--- src/rtl/clk_div_sched.sv ---
`default_nettype none
// ============================================================================
// Module   : clk_div_sched
// Brief    : Round-robin arbiter and glitch-free reconfiguration sequencer for
//            a programmable clock divider shared by two requesters.
//            Optional statistics counters: define CLK_DIV_SCHED_STATS_EN.
// Revision : 1.0 - initial release
// ============================================================================
module clk_div_sched #(
    parameter int RATIO_W    = 4,
    parameter int DEF_RATIO  = 5,
    parameter int SETTLE_CYC = 4,
    parameter int WRAP_TMO   = 64
) (
    input  logic               clk,
    input  logic               rst,
    input  logic               req0_valid,
    input  logic [RATIO_W-1:0] req0_ratio,
    output logic               req0_ready,
    input  logic               req1_valid,
    input  logic [RATIO_W-1:0] req1_ratio,
    output logic               req1_ready,
    input  logic               div_wrap,
    output logic               div_en,
    output logic [RATIO_W-1:0] div_ratio,
    output logic               div_load,
    output logic               busy,
    output logic               err,
`ifdef CLK_DIV_SCHED_STATS_EN
    output logic [15:0]        reconfig_cnt,
    output logic [7:0]         reject_cnt,
`endif
    output logic               tmo
);

    localparam int c_CNT_MAX = (WRAP_TMO > SETTLE_CYC) ? WRAP_TMO : SETTLE_CYC;
    localparam int c_CNT_W   = $clog2(c_CNT_MAX + 1);

    localparam logic [c_CNT_W-1:0] c_CNT_ONE     = c_CNT_W'(1);
    localparam logic [c_CNT_W-1:0] c_TMO_LAST    = c_CNT_W'(WRAP_TMO - 1);
    localparam logic [c_CNT_W-1:0] c_SETTLE_LAST = c_CNT_W'(SETTLE_CYC - 1);
    localparam logic [RATIO_W-1:0] c_DEF_RATIO   = RATIO_W'(DEF_RATIO);
    localparam logic [RATIO_W-1:0] c_MIN_RATIO   = RATIO_W'(2);

    typedef enum logic [2:0] {
        S_INIT      = 3'd0,
        S_IDLE      = 3'd1,
        S_ARB       = 3'd2,
        S_WAIT_WRAP = 3'd3,
        S_GATE      = 3'd4,
        S_SETTLE    = 3'd5,
        S_ENABLE    = 3'd6
    } state_t;

    state_t               r_state;
    logic [c_CNT_W-1:0]   r_cnt;
    logic                 r_prio;      // 1: req1 wins a tie
    logic [RATIO_W-1:0]   r_cap;
    logic                 r_ready0;
    logic                 r_ready1;
    logic                 r_err;
    logic                 r_div_en;
    logic [RATIO_W-1:0]   r_div_ratio;
    logic                 r_div_load;
    logic                 r_busy;
    logic                 r_tmo;

    logic                 w_any;
    logic                 w_win1;
    logic [RATIO_W-1:0]   w_win_ratio;
    logic                 w_win_bad;
    logic                 w_grant;
    logic                 w_to_gate;

    assign w_any       = req0_valid | req1_valid;
    assign w_win1      = req1_valid & (~req0_valid | r_prio);
    assign w_win_ratio = w_win1 ? req1_ratio : req0_ratio;
    assign w_win_bad   = (w_win_ratio < c_MIN_RATIO);
    assign w_grant     = (r_state == S_IDLE) && w_any;
    assign w_to_gate   = (r_state == S_WAIT_WRAP) && (div_wrap || (r_cnt == c_TMO_LAST));

    // The grant is decided on the IDLE->ARB edge so ready and err are visible
    // during the ARB cycle itself; every other action lands on the edge that
    // leaves its state.
    always_ff @(posedge clk) begin
        if (rst) begin
            r_state     <= S_INIT;
            r_cnt       <= '0;
            r_prio      <= 1'b0;
            r_cap       <= c_DEF_RATIO;
            r_ready0    <= 1'b0;
            r_ready1    <= 1'b0;
            r_err       <= 1'b0;
            r_div_en    <= 1'b0;
            r_div_ratio <= c_DEF_RATIO;
            r_div_load  <= 1'b0;
            r_busy      <= 1'b1;
            r_tmo       <= 1'b0;
        end else begin
            r_ready0   <= 1'b0;
            r_ready1   <= 1'b0;
            r_err      <= 1'b0;
            r_div_load <= 1'b0;
            case (r_state)
                S_INIT: begin
                    r_div_load  <= 1'b1;
                    r_div_ratio <= c_DEF_RATIO;
                    r_div_en    <= 1'b0;
                    r_cnt       <= '0;
                    r_state     <= S_SETTLE;
                end
                S_IDLE: begin
                    if (w_any) begin
                        r_ready0 <= ~w_win1;
                        r_ready1 <= w_win1;
                        r_cap    <= w_win_ratio;
                        r_err    <= w_win_bad;
                        r_prio   <= ~w_win1;
                        r_busy   <= 1'b1;
                        r_state  <= S_ARB;
                    end
                end
                S_ARB: begin
                    if (r_err || (r_cap == r_div_ratio)) begin
                        r_busy  <= 1'b0;
                        r_state <= S_IDLE;
                    end else begin
                        r_cnt   <= '0;
                        r_state <= S_WAIT_WRAP;
                    end
                end
                S_WAIT_WRAP: begin
                    if (w_to_gate) begin
                        r_tmo   <= r_tmo | ~div_wrap;
                        r_state <= S_GATE;
                    end else begin
                        r_cnt <= r_cnt + c_CNT_ONE;
                    end
                end
                S_GATE: begin
                    r_div_en    <= 1'b0;
                    r_div_ratio <= r_cap;
                    r_div_load  <= 1'b1;
                    r_cnt       <= '0;
                    r_state     <= S_SETTLE;
                end
                S_SETTLE: begin
                    if (r_cnt == c_SETTLE_LAST) begin
                        r_state <= S_ENABLE;
                    end else begin
                        r_cnt <= r_cnt + c_CNT_ONE;
                    end
                end
                S_ENABLE: begin
                    r_div_en <= 1'b1;
                    r_busy   <= 1'b0;
                    r_state  <= S_IDLE;
                end
                default: begin
                    r_state <= S_INIT;
                end
            endcase
        end
    end

`ifdef CLK_DIV_SCHED_STATS_EN
    logic [15:0] r_reconfig_cnt;
    logic [7:0]  r_reject_cnt;

    always_ff @(posedge clk) begin
        if (rst) begin
            r_reconfig_cnt <= '0;
            r_reject_cnt   <= '0;
        end else begin
            if (w_to_gate && (r_reconfig_cnt != 16'hFFFF)) begin
                r_reconfig_cnt <= r_reconfig_cnt + 16'd1;
            end
            if (w_grant && w_win_bad && (r_reject_cnt != 8'hFF)) begin
                r_reject_cnt <= r_reject_cnt + 8'd1;
            end
        end
    end

    assign reconfig_cnt = r_reconfig_cnt;
    assign reject_cnt   = r_reject_cnt;
`endif

    assign req0_ready = r_ready0;
    assign req1_ready = r_ready1;
    assign div_en     = r_div_en;
    assign div_ratio  = r_div_ratio;
    assign div_load   = r_div_load;
    assign busy       = r_busy;
    assign err        = r_err;
    assign tmo        = r_tmo;

endmodule
`default_nettype wire

--- config.mk ---
export PLATFORM = sky130hd
export DESIGN_NAME = clk_div_sched
export DESIGN_NICKNAME = d
export VERILOG_FILES = /design/src/rtl/clk_div_sched.sv
export SDC_FILE = /design/constraint.sdc
export NUM_CORES = 1
export LEC_CHECK = 0
export CAP_MARGIN = 20
export CORE_AREA = 2 2 68 70
export DETAILED_ROUTE_END_ITERATION = 8
export DIE_AREA = 0 0 70 72
export PLACE_DENSITY = 0.53
export RECOVER_POWER = 50
export SYNTH_ARGS = -nofsm -noshare
export SYNTH_HDL_FRONTEND = slang
export SYNTH_SLANG_ARGS = --single-unit
--- constraint.sdc ---
create_clock -name clk -period 3.4 [get_ports clk]
set_input_delay 0.68 -clock clk [delete_from_list [all_inputs] [get_ports clk]]
set_output_delay 0.68 -clock clk [all_outputs]
set_load 0.01 [all_outputs]
==> out/qor.yml <==
status: "complete, no violations"
hold_viol_final: 0
antenna_found_initial: 0
synthFlopType: "dfxtp_1"
cp_top_family: "buffers and inverters"
crit_chain: "dlygate4sd3_1 -> clkbuf_1 -> inv_1 -> o311ai_0 -> o41ai_2"
final_cell_mix: "dfxtp_1, nor2_1, clkdlybuf4s50_1"
switchingPower_uw: 174
synthSimpleGateAreaFrac_pct: 25.4
grt_pass1_wl_um: 4800
rsz0062_at_grt: "no"
routedWlPerCell_um: 12.7
gr-usage-all-layers_pct: 11.7
whs_ns: 0.482
wirelength_um: 2740
grt_overflow: 0
die_w_um: 70
tightest_slew_ns: 0.875
synth_edf_count: 0
peakVddDrop_mv: 0.144
drv_cap: 0
post_cts_buffers: 0
ctsResizeCount: 0
antenna_left: 0
relSlewSlack_pct: 41.7
area_delta_synth_final_pct: 25.3
avgSynthCellArea_sq_um: 8.59
dpl.hpwl_um: 2010
clock_sinks: 26
finalWeightedCongestion: 0.861
critical_path_required_ns: 3.53
leakage_uw: 0.000604
cts_buffers: 3
nNetsFinal: 179
synth_mux_area_share_pct: 3.21
clk_pin_slew_ns: 0.09
arrival_ns: 2.68
layout_commonest_cell: "dfxtp_1"
vias_per_cell: 4.97
timing.rr.start: "r_cap[1]$_SDFFE_PP0N_"
synth-compound-area-share_pct: 19.8
fillers: 439
timing_worst_setup_path_type: "in2reg"
cts_root_buf: "clkbuf_8"
tns_ns: 0
die-area_sq_um: 5040
diodes: 0
firstDrtPassIters: 4
core_area_sq_um: 4260
ioPinCount: 24
yosys.area_share.adder_pct: 1.00
async_flop_share_pct: 0
grt_pass1_vias: 1054
yosysUniqueCellTypes: 41
netlist_area_sq_um: 1250
synth_largest_area_cell: "dfxtp_1"
worst_setup_path_end_kind: "flip-flop"
fin_cells: 216
start_util_pct: 29.2
synth_xor_area_share_pct: 3.51
worstSetupStartpoint: "rst"
dpl.cell_count: 212
grt_max_degree: 21
startpoint_type: "input port"
fmax_ghz: 0.393
hold_buffers: 0
slowest_delay_ns: 0.66
clkPwrFrac_pct: 36.5
drt_iter0_markers: 29
finClkSkew_ns: 0.00128
row_count: 24
routed-via-count: 1073
cts_tree: "done"
ys_ff_latch: 26
ys_top_cells_by_area: "dfxtp_1, nor2_1, o311ai_0"
worst-path-max-fanout: 20
power_frac_seq_pct: 48.4
min_period_over_period_pct: 74.9
placement.io_buffers: 23
worstHoldStart: "tmo$_SDFFE_PP0P_"
yosysWarnings: 0
synth_top_area_share_pct: 41.8
power.density_nw_per_um2: 449
clkLatencyLatePin_ns: 0.27
cp_slowest_cell: "clkbuf_1"
drive_gt1_share_pct: 4.88
netlist_instances: 145
syn-num-nets: 159
setup_viol: 0
drcViolationCount: 0
power_uw: 701
p_sw_share_pct: 24.8
die_h_um: 72
hold_path_class: "reg2reg"
clk_path_buf_depth: 2
crit_buf_inv: 3
p_int_uw: 527
layout_min_cycle_time_ns: 2.55
report.final.slew_viol_count: 0
htree_levels: 1
power_frac_comb_pct: 15.1
yosysSeqAreaShare_pct: 41.8
synth_top_family_by_area: "simple AND/OR/NAND/NOR gates"
==> final timing paths <==
path	slack, ns	end	cells after the start
max reg2reg	1.52	r_cnt[3]$_SDFFE_PP0P_	5
min	0.48	tmo$_SDFFE_PP0P_	2
max	0.85	r_cnt[3]$_SDFFE_PP0P_	5
min reg2reg	0.48	tmo$_SDFFE_PP0P_	2
==> sequential cells by signal, summed over array words and instances (netlist names) <==
signal / cells
div_en: 1
r_cnt: 7
req1_ready: 1
err: 1
r_cap: 4
r_state: 3
r_prio: 1
req0_ready: 1
div_load: 1
busy: 1
div_ratio: 4
tmo: 1
==> power groups by stage <==
stage / Clock [uW] / Combinational, uW / Sequential [uW]
final: 256 / 106 / 339
after global routing: 277 / 121 / 343
after CTS: 262 / 109 / 340
after detailed placement: 0 / 108 / 346
after global placement: 0 / 107 / 346
after floorplan: 0 / 81.1 / 338
==> through the flow <==
stage / worst slack (ns) / util (%) / area [sq um]
after floorplan: 1.39 / - / 1250
after global placement: 0.978 / 35.0 / 1490
after detailed placement: 0.933 / 35.0 / 1490
after CTS: 1.21 / 36.7 / 1570
after global routing: 0.667 / 36.6 / 1560
final: 0.855 / 36.6 / 1560
==> final cells by class <==
cell class	count	area (sq um)	area share, %
clock buffers	3	41.3	2.64
clock inverters	1	30.0	1.92
inverters	3	11.3	0.721
multi-input cells	107	659	42.2
flip-flops and latches	26	520	33.3
well taps	52	65.1	4.17
repair buffers	24	234	15.0
==> tightest hold or removal path: stages (launching register included) <==
cell,delay [ns]
dfxtp_1,0.34
a21oi_1,0.04
nor2_1,0.07
==> per-layer routing <==
| layer | up-vias | wire, um | part of all wire [%] | global-route usage (%) |
|---|---|---|---|---|
| li1 | 563 | - | - | - |
| met1 | 489 | 1350 | 49 | 14.6 |
| met2 | 19 | 1270 | 46 | 20.5 |
| met3 | 2 | 110 | 4.0 | 2.36 |
| met4 | 0 | 20 | 0.73 | 3.85 |
| met5 | - | 0 | 0 | 0 |
==> synthesized netlist by cell type, drive strengths merged, types with 2 or more instances <==
cell type  count
dfxtp         26
nor2          21
nand2         11
o21ai          9
nor3           8
buf            6
a21oi          5
o311ai         5
xor2           5
and3           4
mux2i          4
o211ai         4
a31oi          3
clkbuf         3
inv            3
nand3          3
o41ai          3
a211oi         2
nand2b         2
nand3b         2
nor2b          2
o31ai          2
or2            2
==> cells by family (layout without fill, tap and decap cells) <==
| logic type | count (synthesis) | count (layout) |
|---|---|---|
| AOI/OAI and AO/OA | 35 | 35 |
| xor gates and xnor gates | 5 | 5 |
| adders and majority gates | 1 | 1 |
| buffers and inverters | 12 | 31 |
| DFF | 26 | 26 |
| muxes | 4 | 4 |
| and+or+nand+nor | 62 | 62 |
(Power assumes the default switching activity.)
